--- config.mk ---
export PLATFORM = sky130hd
export DESIGN_NAME = stim_pulse_seq
export DESIGN_NICKNAME = d
export VERILOG_FILES = /design/src/rtl/stim_pkg.sv /design/src/rtl/stim_phase_counter.sv /design/src/rtl/stim_pulse_seq.sv
export SDC_FILE = /design/constraint.sdc
export NUM_CORES = 1
export LEC_CHECK = 0
export BUFFER_PORTS_ARGS = -buffer_cell sky130_fd_sc_hd__buf_4
export CORE_AREA = 2 2 104 106
export DETAILED_ROUTE_END_ITERATION = 16
export DIE_AREA = 0 0 106 108
export SKIP_CTS_REPAIR_TIMING = 1
export SYNTH_ARGS = -nofsm -noshare
export SYNTH_HDL_FRONTEND = slang
export SYNTH_SLANG_ARGS = --single-unit
--- constraint.sdc ---
create_clock -name clk -period 7.45 [get_ports clk]
set_clock_uncertainty 0.05 [all_clocks]
set_input_delay 1.1175 -clock clk [delete_from_list [all_inputs] [get_ports clk]]
set_output_delay 1.1175 -clock clk [all_outputs]
set_load 0.01 [all_outputs]
--- src/rtl/stim_pkg.sv ---
// rtl/stim_pkg.sv - shared types and constants for the biphasic pulse sequencer
//
// Contents:
//   stim_state_t       sequencer state encoding (IDLE=0, PH1=1, GAP=2, PH2=3)
//   OVERRUN_CNT_W      width of the dropped-tick counter
//   POL_CATHODIC_FIRST polarity value that puts phase 1 on drive_n
package stim_pkg;

    typedef enum logic [1:0] {
        IDLE = 2'd0,
        PH1  = 2'd1,
        GAP  = 2'd2,
        PH2  = 2'd3
    } stim_state_t;

    localparam int   OVERRUN_CNT_W      = 16;
    localparam logic POL_CATHODIC_FIRST = 1'b0;

endpackage

--- src/rtl/stim_phase_counter.sv ---
// rtl/stim_phase_counter.sv - loadable down-counter timing one sequencer phase
//
// Ports:
//   clk, rst   clock, synchronous active-high reset
//   load       load value into the counter this edge (wins over counting)
//   value      length-1 of the phase being entered
//   zero       count has reached 0 (last cycle of the current phase)
module stim_phase_counter
    import stim_pkg::*;
#(
    parameter int WIDTH = 16
) (
    input  logic             clk,
    input  logic             rst,
    input  logic             load,
    input  logic [WIDTH-1:0] value,
    output logic             zero
);

    logic [WIDTH-1:0] count;

    // Holds at 0 once expired so an idle sequencer sees a stable zero flag.
    always_ff @(posedge clk) begin
        if (rst) begin
            count <= '0;
        end else if (load) begin
            count <= value;
        end else if (count != '0) begin
            count <= count - WIDTH'(1);
        end
    end

    assign zero = (count == '0);

endmodule

--- src/rtl/stim_pulse_seq.sv ---
// rtl/stim_pulse_seq.sv - biphasic charge-balanced stimulation pulse sequencer
//
// Each accepted tick runs PH1 -> GAP -> PH2 using lengths captured at the tick;
// zero-length phases are skipped without costing a cycle.
//
// Ports:
//   clk, rst                     clock, synchronous active-high reset
//   enable                       accept new ticks when high
//   tick                         single-cycle pulse start request
//   polarity                     0: phase 1 on drive_n, 1: phase 1 on drive_p
//   phase1_len/gap_len/phase2_len  phase durations in cycles
//   drive_p, drive_n             registered electrode switch enables
//   busy                         sequencer not idle
//   done                         one-cycle pulse in the first idle cycle after a pulse
//   overrun                      one-cycle pulse when a tick is dropped
//   overrun_cnt                  saturating dropped-tick count
//
// Build option: STIM_SEQ_OVERRUN_CNT_EN implements overrun_cnt; otherwise it is 0.
module stim_pulse_seq
    import stim_pkg::*;
#(
    parameter int WIDTH = 16
) (
    input  logic                     clk,
    input  logic                     rst,
    input  logic                     enable,
    input  logic                     tick,
    input  logic                     polarity,
    input  logic [WIDTH-1:0]         phase1_len,
    input  logic [WIDTH-1:0]         gap_len,
    input  logic [WIDTH-1:0]         phase2_len,
    output logic                     drive_p,
    output logic                     drive_n,
    output logic                     busy,
    output logic                     done,
    output logic                     overrun,
    output logic [OVERRUN_CNT_W-1:0] overrun_cnt
);

    stim_state_t      state;
    stim_state_t      state_nxt;

    // Phase-1 length is only needed at entry, where it comes straight from
    // the input; the counter then carries it, so no shadow copy is kept.
    logic             sh_pol;
    logic [WIDTH-1:0] sh_gap;
    logic [WIDTH-1:0] sh_ph2;

    logic             accept;
    logic             pol_sel;
    logic [WIDTH-1:0] gap_sel;
    logic [WIDTH-1:0] ph2_sel;
    logic             cnt_load;
    logic [WIDTH-1:0] cnt_value;
    logic             cnt_zero;
    logic             done_nxt;

    stim_phase_counter #(.WIDTH(WIDTH)) u_phase_counter (
        .clk   (clk),
        .rst   (rst),
        .load  (cnt_load),
        .value (cnt_value),
        .zero  (cnt_zero)
    );

    always_comb begin
        accept    = (state == IDLE) && tick && enable;
        // On the accepting edge the shadows are not yet written, so decode
        // from the live inputs; afterwards only the shadows are used.
        pol_sel   = accept ? polarity   : sh_pol;
        gap_sel   = accept ? gap_len    : sh_gap;
        ph2_sel   = accept ? phase2_len : sh_ph2;

        state_nxt = state;
        cnt_load  = 1'b0;
        cnt_value = '0;
        done_nxt  = 1'b0;

        case (state)
            IDLE: begin
                if (accept) begin
                    if (phase1_len != '0) begin
                        state_nxt = PH1;
                        cnt_load  = 1'b1;
                        cnt_value = phase1_len - WIDTH'(1);
                    end else if (gap_sel != '0) begin
                        state_nxt = GAP;
                        cnt_load  = 1'b1;
                        cnt_value = gap_sel - WIDTH'(1);
                    end else if (ph2_sel != '0) begin
                        state_nxt = PH2;
                        cnt_load  = 1'b1;
                        cnt_value = ph2_sel - WIDTH'(1);
                    end else begin
                        done_nxt  = 1'b1;
                    end
                end
            end
            PH1: begin
                if (cnt_zero) begin
                    if (gap_sel != '0) begin
                        state_nxt = GAP;
                        cnt_load  = 1'b1;
                        cnt_value = gap_sel - WIDTH'(1);
                    end else if (ph2_sel != '0) begin
                        state_nxt = PH2;
                        cnt_load  = 1'b1;
                        cnt_value = ph2_sel - WIDTH'(1);
                    end else begin
                        state_nxt = IDLE;
                        done_nxt  = 1'b1;
                    end
                end
            end
            GAP: begin
                if (cnt_zero) begin
                    if (ph2_sel != '0) begin
                        state_nxt = PH2;
                        cnt_load  = 1'b1;
                        cnt_value = ph2_sel - WIDTH'(1);
                    end else begin
                        state_nxt = IDLE;
                        done_nxt  = 1'b1;
                    end
                end
            end
            default: begin
                if (cnt_zero) begin
                    state_nxt = IDLE;
                    done_nxt  = 1'b1;
                end
            end
        endcase
    end

    // Drives are decoded from the next state so they line up with it; the
    // two terms are mutually exclusive, so both lines can never be high.
    always_ff @(posedge clk) begin
        if (rst) begin
            state   <= IDLE;
            drive_p <= 1'b0;
            drive_n <= 1'b0;
            done    <= 1'b0;
            overrun <= 1'b0;
            sh_pol  <= 1'b0;
            sh_gap  <= '0;
            sh_ph2  <= '0;
        end else begin
            state   <= state_nxt;
            drive_p <= ((state_nxt == PH1) && (pol_sel != POL_CATHODIC_FIRST)) ||
                       ((state_nxt == PH2) && (pol_sel == POL_CATHODIC_FIRST));
            drive_n <= ((state_nxt == PH1) && (pol_sel == POL_CATHODIC_FIRST)) ||
                       ((state_nxt == PH2) && (pol_sel != POL_CATHODIC_FIRST));
            done    <= done_nxt;
            overrun <= tick && !accept;
            if (accept) begin
                sh_pol <= polarity;
                sh_gap <= gap_len;
                sh_ph2 <= phase2_len;
            end
        end
    end

    assign busy = (state != IDLE);

`ifdef STIM_SEQ_OVERRUN_CNT_EN
    logic [OVERRUN_CNT_W-1:0] ovr_cnt_q;

    always_ff @(posedge clk) begin
        if (rst) begin
            ovr_cnt_q <= '0;
        end else if (tick && !accept && (ovr_cnt_q != '1)) begin
            ovr_cnt_q <= ovr_cnt_q + OVERRUN_CNT_W'(1);
        end
    end

    assign overrun_cnt = ovr_cnt_q;
`else
    assign overrun_cnt = '0;
`endif

endmodule

# Word level (Yosys, flattened, before mapping)
# Index checks and enable logic that the tools add are counted.
[classes]
n_reduce_logical = 18
n_eq_ne = 4
n_addsub = 4
muxes = 37
bitwise = 1
[op_table]
columns = ["cell", "n"]
rows = [
  ["16-bit 2-to-1 mux", 10],
  ["16-bit nonzero test", 4],
  ["16-bit by 1-bit subtractor with 16-bit output (second input constant)", 4],
  ["16-bit case mux with 3 select lines", 1],
  ["2-bit 2-to-1 mux", 9],
  ["16-bit logical NOT", 1],
  ["1-bit 2-to-1 mux", 14],
  ["1-bit logical AND", 7],
  ["1-bit case mux with 3 select lines", 2],
  ["2-bit case mux with 3 select lines", 1],
  ["2-bit by 1-bit == test with 1-bit output (second input constant)", 2],
  ["2-bit == test (second input constant)", 2],
  ["2-bit nonzero test", 2],
  ["2-bit logical NOT", 1],
  ["1-bit logical OR", 2],
  ["1-bit logical NOT", 1],
  ["1-bit inverter", 1],
]
[totals]
reg_bits = 55
inputBits = 53
output_inout_bits = 21
wordCells = 73

# Longest topological paths before layout
# Gate-level depths: netlist of the first run.
[depth]
depth_word = 13
depth_mapped = 17
ltp_nobuf = 12

# Modules after synthesis
# A second synthesis of the first run with hierarchy kept.
[hier_totals]
hier_cells = 643
hier_area_um2 = 4733.3
[modules_own_cells]
columns = ["module", "area_per_inst_um2", "instances", "cells_per_inst", "seq_area_each_um2"]
rows = [
  ["stim_pulse_seq", 3768.6, 1, 527, 780.7],
  ["stim_phase_counter", 964.7, 1, 116, 320.3],
]

# Worst setup path before layout of the first run
# Ideal clock, no wire load.
[synth_path]
kind = "input to register"
from = "input tick"
to = "register u_phase_counter.count[15]"
path_buffers = 5
setup_ns = 0.095
path_stages = 15
setup_slack_ns = 2.775
arrival_time_ns = 4.529
cell_sequence = "nand3_1 clkbuf_1 clkbuf_1 clkbuf_1 buf_1 mux2i_1 ha_1 inv_1 a21oi_1 o2111a_1 a22o_1 a221o_1 buf_2 nor2_1 a221oi_1"
[synth_between]
elab_chain_len = 10
word_cells_on_any_way = 24
classes_between = "add/sub: 2; mux: 17; reduce/logical: 5"
[synth_rtl]
columns = ["element", "line", "source"]
rows = [
  ["from (decl)", "stim_pulse_seq.sv:27", "input logic tick,"],
  ["1-bit logical AND * (2 in a row)", "stim_pulse_seq.sv:67", "accept = (state == IDLE) && tick && enable;"],
  ["16-bit 2-to-1 mux", "--", ""],
  ["16-bit by 1-bit subtractor with 16-bit output / 16-bit nonzero test (equally long branches)", "--", ""],
  ["16-bit 2-to-1 mux / 1-bit 2-to-1 mux (equally long branches)", "stim_pulse_seq.sv:90, stim_pulse_seq.sv:105, stim_pulse_seq.sv:117", ""],
  ["16-bit 2-to-1 mux / 1-bit 2-to-1 mux (equally long branches)", "stim_pulse_seq.sv:101", "if (gap_sel != '0) begin"],
  ["16-bit 2-to-1 mux / 1-bit 2-to-1 mux (equally long branches)", "stim_pulse_seq.sv:82", "if (phase1_len != '0) begin"],
  ["16-bit 2-to-1 mux / 1-bit 2-to-1 mux (equally long branches)", "stim_pulse_seq.sv:81", "if (accept) begin"],
  ["16-bit case mux with 3 select lines / 1-bit case mux with 3 select lines (equally long branches)", "stim_pulse_seq.sv:79", "case (state)"],
  ["16-bit 2-to-1 mux / 2-bit nonzero test (equally long branches)", "--", ""],
  ["to (signal assigned)", "stim_phase_counter.sv:27", "count <= value;"],
  ["to (signal assigned)", "stim_phase_counter.sv:29", "count <= count - WIDTH'(1);"],
  ["to (decl)", "stim_phase_counter.sv:20", "logic [WIDTH-1:0] count;"],
]
# Every way passes the cells marked *; elsewhere a longest branch is shown, timed or not.
# A chain may end at the register's enable or synchronous reset.

# Worst setup path after layout of the first run
[layout_path]
from = "input enable"
to = "register u_phase_counter.count[6]"
[layout_between]
elab_chain_len = 9
word_cells_on_any_way = 23
classes_between = "add/sub: 2; mux: 17; reduce/logical: 4"
[layout_rtl]
columns = ["element", "line", "source"]
rows = [
  ["from (decl)", "stim_pulse_seq.sv:26", "input logic enable,"],
  ["1-bit logical AND *", "stim_pulse_seq.sv:67", ""],
  ["16-bit 2-to-1 mux", "--", ""],
  ["16-bit by 1-bit subtractor with 16-bit output / 16-bit nonzero test (equally long branches)", "--", ""],
  ["16-bit 2-to-1 mux / 1-bit 2-to-1 mux (equally long branches)", "stim_pulse_seq.sv:90, stim_pulse_seq.sv:105, stim_pulse_seq.sv:117", ""],
  ["16-bit 2-to-1 mux / 1-bit 2-to-1 mux (equally long branches)", "stim_pulse_seq.sv:101", ""],
  ["16-bit 2-to-1 mux / 1-bit 2-to-1 mux (equally long branches)", "stim_pulse_seq.sv:82", ""],
  ["16-bit 2-to-1 mux / 1-bit 2-to-1 mux (equally long branches)", "stim_pulse_seq.sv:81", ""],
  ["16-bit case mux with 3 select lines / 1-bit case mux with 3 select lines (equally long branches)", "stim_pulse_seq.sv:79", ""],
  ["16-bit 2-to-1 mux / 2-bit nonzero test (equally long branches)", "--", ""],
]
# Marked as above.

==> results of run 1 <==
-- logic make-up (layout without fill, tap and decap cells) --
| logic type | Yosys count | in the layout | share of synthesized area, % |
|---|---|---|---|
| AOI/OAI and AO/OA | 128 | 128 | 20.0 |
| xor gates and xnor gates | 52 | 52 | 10.1 |
| adders and majority gates | 8 | 8 | 2.22 |
| buffers and inverters | 60 | 83 | 6.67 |
| DFF | 55 | 55 | 24.5 |
| muxes | 33 | 33 | 7.47 |
| other | 1 | 16 | 0.0833 |
| and+or+nand+nor | 258 | 258 | 29.0 |
-- synth_stat cells, types with 4 or more instances --
library cell,number,area (sq um)
a211oi_1,14,105
a21oi_1,36,180
a221oi_1,4,35.0
a22oi_1,5,37.5
buf_2,6,30.0
buf_4,16,120
clkbuf_1,21,78.8
dfxtp_1,55,1100
ha_1,8,100
inv_1,15,56.3
mux2_2,5,56.3
mux2i_1,28,280
nand2_1,50,188
nand2b_1,5,31.3
nand3_1,18,90.1
nand4_1,16,100
nor2_1,76,285
nor3_1,30,150
nor3b_1,5,37.5
nor4_1,19,119
o211ai_1,4,30.0
o21ai_0,15,75.1
o22ai_1,12,75.1
o32ai_1,4,35.0
or3_1,12,75.1
or4_1,5,37.5
or4_4,4,45.0
xnor2_1,30,263
xor2_1,22,193
-- worst reg2reg max path, stage by stage, from the launching register on --
cell and delay, ps:
dfxtp_1 360, inv_1 80, ha_1 310, nand3_4 480, mux2i_1 440, ha_1 470
inv_1 190, a21oi_1 150, o2111a_1 320, a22o_1 240, a221o_1 510, a2111oi_0 160
nor3_1 220
-- final timing paths --
| check | cells past startpoint | from | end | slack, ps |
|---|---|---|---|---|
| min | 2 | sh_ph2[5] | sh_ph2[5] | 440 |
| max | 11 | enable | u_phase_counter.count[6] | 3290 |
| min reg2reg | 2 | sh_ph2[5] | sh_ph2[5] | 440 |
| max reg2reg | 12 | state[0] | u_phase_counter.count[6] | 3380 |
-- flip-flops by register name, summed over array words and instances, names as in the netlist --
| name | count |
|---|---|
| drive_p | 1 |
| sh_pol | 1 |
| sh_gap | 16 |
| done | 1 |
| state | 2 |
| sh_ph2 | 16 |
| u_phase_counter.count | 16 |
| drive_n | 1 |
| overrun | 1 |
-- where the power goes --
group	switching (uW)	internal (uW)
logic	274	194
registers	40.7	329
clock network	108	68.4
-- per-layer routing --
layer | global-route usage, % | vias to the layer above | part of all wire [%]
met1 | 33.5 | 2136 | 46
met3 | 2.35 | 31 | 5.7
met4 | 8.08 | 0 | 2.8
li1 | - | 2245 | -
met2 | 39.4 | 194 | 46
met5 | 0 | - | 0
-- area by class of cell --
cell class	count	area share, %
sequential	55	21.8
inverter	15	1.12
timing repair buffer	60	8.94
clock inverter	3	0.447
multi-input combinational	495	62.9
clock buffer	5	1.37
tap	136	3.38
-- placed cells by master (no fill, tap or decap), types with 8 or more instances in the layout --
cell / n
o22ai_1: 12
nor4_1: 19
conb_1: 16
a21oi_1: 36
xnor2_1: 30
or3_1: 12
nand2_1: 50
o21ai_0: 15
nand4_1: 16
nand3_1: 17
buf_4: 60
nor3_1: 30
dfxtp_1: 55
mux2i_1: 28
inv_1: 15
a211oi_1: 14
nor2_1: 76
xor2_1: 22
ha_1: 8
-- stage by stage --
| step | hold WS (ps) | area [sq um] | utilization [%] | instances |
|---|---|---|---|---|
| 3_3_place_gp | 419 | 4950 | 48.4 | 761 |
| 3_5_place_dp | 428 | 4950 | 48.4 | 761 |
| 2_1_floorplan | 396 | 4560 | - | 610 |
| 4_1_cts | 445 | 5040 | 49.3 | 769 |
| 5_1_grt | 473 | 5040 | 49.3 | 769 |
| 6_report | 445 | 5040 | 49.3 | 769 |
==> results list, run 1 <==
* Status: finished clean
- Dividing the detail-routed wire length by the instance count gives about 18 microns.
- The Yosys step of the flow raised 0 warnings.
- Worst endpoint data arrival time: approximately 4400 ps
- Clock transition at path regs: between 100 and 150 ps
* Worst vdd ir: between 0.09 and 0.1 mV
* Share of the clock period used by the worst path after layout: a little under three fifths
- In this run, synthesis inferred 0 flip-flops with an integrated enable.
- Effective utilization at floorplan: roughly 44%
- Sequential cell area fraction in the yosys report: around a quarter
- The kind of cell with the highest combined delay along the critical path is compound AO/OA/AOI/OAI gates.
- Leak: roughly 0.0020 uW
- The critical path contains buffers and inverters numbering 2 combined.
- Fmax: roughly 240 MHz
* Drt drc: 0
* Overall routing resource usage: about a quarter
- For the pin with the worst max-slew slack, the measured transition is a little under 900 ps.
* Total Power: around 1000 uW
* Syn Area/Cell: roughly 7.6 sq um
* DRT Wirelength: between 10000 and 15000 microns
- The final layout contains between 600 and 700 nets.
- CORE AREA: 0.0102 sq mm
- Largest fanout on the critical path: roughly 40
- Adding up every negative setup slack in the final design gives 0 ps.
- Total gr overflow: 0
* Relative area change from synthesis to final layout: 11.9%
- The path class of the tightest hold or removal check is reg -> reg.
* Post-DRT Antenna Nets: 0
- Post-Syn Area: between 0.004 and 0.005 sq mm
- Die Height: 108 microns
* Sort of element at the end of the critical path: register
- Post-synth cell types: 65
- Setup repair after global routing left no endpoint under its margin.
- X dimension of the die: 106 microns
- Final hold vios: 0
* Setup Viol. Count Final: 0
* Iteration-0 DRC Markers: 300
- Among all flip-flop cells after synthesis, the most frequent one is dfxtp_1.
- Clock H-tree levels: 2
- The number of antenna violations at the first check in global routing was 0.
* Standard-cell row count: 37
- IO Port Bufs: 57
- Die outline area: roughly 0.011 sq mm
- 74 I/O pins were placed.
- Combined area of the multi-input logic cells: 0.00317 sq mm
- Headroom to the max-slew limit came out at between 30% and 40%.
- The root buffer cell chosen for the clock tree is clkbuf_8.
* Final WS setup: between 3000 and 4000 ps
- Across the run, the number of max-cap violations was 0.
- Synthesis inferred 55 register bits.
- The critical path is of the in -> reg type.
- Count of final max-slew check failures: 0
- Gate count after technology mapping: between 500 and 600
- At the placement stage, the worst setup path has a slack of roughly 3100 ps.
- Pin count of the biggest net entering global routing: 54
- Buffers inserted during clock tree synthesis total 5.
- Inserted Diodes: 0
- Dividing the detail-routed via count by the number of cells gives ~6.
* Post-route minimum period: 4160 ps
* Maximum single-stage delay on the critical path: 510 ps
* Gpl congestion: around 0.94
- The clock passes through at most 2 buffers.
- Of the cells placed in the final design, the portion with a size suffix greater than 1 is ~14%.
* Layout fillers: 1035
* Via count of the first global-routing pass: 4275
- For this run, the detailed router's first-pass iteration total came to 5.
* Ordered list of cells on the worst path: buf_4 > nand3_4 > mux2i_1 > ha_1 > inv_1 > a21oi_1 > o2111a_1 > a22o_1 > a221o_1 > a2111oi_0 > nor3_1
- TritonCTS clock tree: yes
- The later pin in the worst-skew pair is clocked with a latency of about 320 ps.
- Summed over all nets, the half-perimeter wirelength after detailed placement is between 10000 and 15000 microns.
- Global-route wire length before repair: about 22000 microns
- Cell area power density: 201 mW/mm^2
- Overall via count from detail_route: between 4000 and 5000
- In the synthesized netlist the async set-or-reset flop fraction comes to 0%.
- The clock drives 55 sinks.
* Storage element area: between 0.001 and 0.0015 sq mm
- Worst Path Required: ~7600 ps
- Cell at the slowest stage of the critical path: a221o_1
- STA classifies the critical path startpoint as a primary input.
Note: power is estimated with default switching activity, not from simulation.
==> run 2: changes to the inputs <==
--- a/config.mk
+++ b/config.mk
@@ -5,10 +5,12 @@
 export SDC_FILE = /design/constraint.sdc
 export NUM_CORES = 1
 export LEC_CHECK = 0
+export ABC_AREA = 1
 export BUFFER_PORTS_ARGS = -buffer_cell sky130_fd_sc_hd__buf_4
-export CORE_AREA = 2 2 104 106
+export CORE_AREA = 2 2 107 109
 export DETAILED_ROUTE_END_ITERATION = 16
-export DIE_AREA = 0 0 106 108
+export DIE_AREA = 0 0 109 111
+export PLACE_DENSITY = 0.67
 export SKIP_CTS_REPAIR_TIMING = 1
 export SYNTH_ARGS = -nofsm -noshare
 export SYNTH_HDL_FRONTEND = slang
==> constraint.sdc (replaced) <==
create_clock -name clk -period 3.35 [get_ports clk]
set_clock_uncertainty 0.05 [all_clocks]
set_input_delay 0.5025 -clock clk [delete_from_list [all_inputs] [get_ports clk]]
set_output_delay 0.5025 -clock clk [all_outputs]
set_load 0.01 [all_outputs]
==> run 2 against run 1 <==
  * Critical path depth up 3
  * Synthesized cell count up 38%
  * First-iteration DRC count up 19%
  * Largest power group unchanged
==> results list, run 2 <==
* Dominant combinational cell family by area after synthesis: simple AND/OR/NAND/NOR gates
* Hold Path Sink: sh_ph2[3]
* Sort of element at the end of the critical path: register
- Syn Area/Cell: around 5.9 sq um
- X dimension of the die: 109 microns
- The via count of the first global-routing pass came to roughly 4700.
* Worst-case clock buffer depth: 2
- CORE AREA: roughly 0.011 sq mm
* Worst skew pair latency: around 300 ps
- Of the total synthesized cell area, the portion taken by XOR and XNOR cells is between 5 and 6%.
- Wires add up to about 13000 microns.
* Worst Path Required: approximately 3500 ps
- For this design the top-level I/O count stands at 74.
- Length of routed met3 wiring: 844 microns
* Share of the clock period used by the worst path after layout: around 91%
- Of the total synthesized cell area, the portion taken by AND, OR, NAND and NOR gates is between 40% and 50%.
- In the routed design, unresolved DRC markers number 0.
- Count of final max-slew check failures: 0
- The first detailed-routing pass took 5 iterations.
- Based on the critical path, the design can be clocked at up to about 330 MHz.
- Die Height: 111 microns
- Final WS setup: 311 ps
- In this run the static leakage power is around 0.0029 uW.
- Post-route met1 wirelength: 6240 microns
* Final hold vios: 0
* Post-DRT Antenna Nets: 0
- Clock transition at path regs: ~80 ps
- TritonCTS clock tree: yes
- Across the run, the number of max-cap violations was 0.
- CTS Buf Count: 5
- Unrepaired setup endpoints after global routing: false
- Most used standard cells in the synthesized netlist: nand2_1, nor2_1, inv_1
- At the placement stage, the worst setup path has a slack of between 300 and 400 ps.
- Dividing the detail-routed via count by the number of cells gives ~5.
- Power spread over the standard cell area amounts to roughly 760 mW/mm^2.
- In this run, synthesis produced a sequential element count of 55.
- Worst Hold Path Cells: 3
- Cells on worst reg2reg path: 14
* Largest fanout on the critical path: 12
- Yosys instantiated no cell more often than nand2_1.
- IR analysis of the VDD net gives a maximum drop of between 0.2 and 0.3 mV.
- Detailed routing placed a total of 6040 microns of wire on met2.
* Gate count after technology mapping: between 800 and 900
* Standard-cell row count: 39
- Crit Reg-Reg Startpoint: u_phase_counter.count[0]
- Post-synthesis async set-or-reset flop share: 0%
- Adding up every negative setup slack in the final design gives 0 ps.
- The library cell used most frequently in the layout, excluding fill and tap cells, is nand2_1.
- The worst setup path is launched from a register.
- Relative area change from synthesis to final layout: 14.3%
- Summing all placed instances gives a cell area of between 0.005 and 0.006 sq mm.
- Post-route minimum period: 3040 ps
- The congestion estimate from routability-driven global placement came to approximately 0.92.
* Inserted Diodes: 0
- Fraction of the mapped netlist area in adder cells: 2.07%
- Measured against the total synthesized area, the mux share comes to 0%.
- In the layout the commonest cells are nand2_1, nor2_1, inv_1, buf_4, nand3_1.
- The flow ran to the end, and the final reports show no timing, DRC or antenna violations.
- Design Area, Final: roughly 0.0055 sq mm
- The total overflow left after global routing is 0.
- Uppermost routed layer: met4
- For this configuration, the core starts out at a cell density of between 40% and 50%.
* Ys Warns: 0
- Initial antenna violation count: 0
- Most area-hungry cell type in the Yosys netlist: dfxtp_1
- The tree built by TritonCTS fans out to 55 sinks.
- The most used flip-flop cell after synthesis is dfxtp_1.
* Complex-gate fraction of the synthesized area: ~9.7%
- Clock tree synthesis selected as its root buffer the cell clkbuf_16.
- Data arrives at the worst endpoint at 3230 ps.
- Entering global routing, the biggest net connects 44 pins.
* Total Power: ~4200 uW
* Setup Viol. Count Final: 0
- The cell area that synthesis handed to floorplanning was between 0.004 and 0.005 sq mm.
- In the final layout, the share of cells above drive strength 1 is about 15%.
- Final-layout worst hold slack: roughly 410 ps
- Kind of critical path: reg -> reg
- Once detailed placement completed, the half-perimeter wirelength came to between 10000 and 15000 microns.
- Yosys mapped a number of flops with a built-in enable equal to 0.
* Area contributors post-synth: dfxtp_1, nand2_1, nor2_1
* Largest registers in the final layout: sh_gap: 16 flops, sh_ph2: 16 flops, u_phase_counter.count: 16 flops
* Post-synth cell types: 39
- In this run the register-to-register setup slack is a little over 300 ps.
- Layout Nets: 937
- Average wire per cell in the routed design: 13.2 microns
- Fraction of post-synthesis cell area in the top cell type by area: 22.8%
- Clock H-tree levels: 2
* Overall routing resource usage: 23.2%
* Source of the worst hold timing path: phase2_len[3]
- Die outline area: 0.0121 sq mm
- IO Port Bufs: 57
- The worst hold path belongs to the class in -> reg.
- The final route contains 5078 vias.
- Sequential cell area fraction in the yosys report: about 23%
- The first global-routing pass estimated around 22000 microns of wire.
- The worst register-to-register path ends at u_phase_counter.count[12].
* Iteration-0 DRC Markers: 357
## run 2: cell families after synthesis
family	count (synthesis)
buffers and inverters	153
adder cells (fa/ha/maj)	8
AO/OA/AOI/OAI	79
AND/OR/NAND/NOR	496
other	1
XOR/XNOR	28
flip-flops	55
## run 2: layer usage
metal / vias to the layer above / global-route usage [%]
met5: - / 0
met4: 0 / 6.75
met3: 24 / 3.59
met2: 147 / 36.8
met1: 2244 / 32.1
li1: 2663 / -
## run 2: report_power, final
group          internal [uW]  leakage [uW]  switching, uW  total, uW
clock                    357     0.0000844            262        619
sequential               841      0.000453            107        947
combinational            902       0.00232           1730       2630
## run 2: critical path, cell delays in order, from the launching register on
cell	delay [ps]
dfxtp_1	320
inv_1	90
ha_1	190
nand2_1	120
nor2_1	330
nand3_1	190
nor2_1	160
nand2_1	260
nor2_1	360
inv_1	280
nor3_1	330
nor2_1	80
o21ai_0	70
nor2_1	70
nor2_2	80
## run 2: worst max path at each step
stage	from	to	slack [ps]	cells past startpoint
final	u_phase_counter.count[0]	u_phase_counter.count[12]	310	14
after global routing	state[0]	u_phase_counter.count[4]	5	17
after CTS	state[0]	u_phase_counter.count[11]	290	19
after detailed placement	state[0]	u_phase_counter.count[14]	310	19
after global placement	state[0]	u_phase_counter.count[4]	390	17
after floorplan	state[0]	u_phase_counter.count[7]	490	19
## run 2: area by class of cell
type / instances / area, sq um
Tap cell: 143 / 179
Clock buffer: 5 / 125
Sequential cell: 55 / 1100
Multi-Input combinational cell: 627 / 3080
Clock inverter: 3 / 47.5
Fill cell: 1165 / 5550
Inverter: 115 / 432
Timing Repair Buffer: 72 / 557
## run 2: through the flow
stage	util, %	instances
floorplan	-	835
global placement	48.2	1012
detailed placement	48.2	1012
CTS	49.8	1020
global route	49.9	1020
finish	49.9	1020
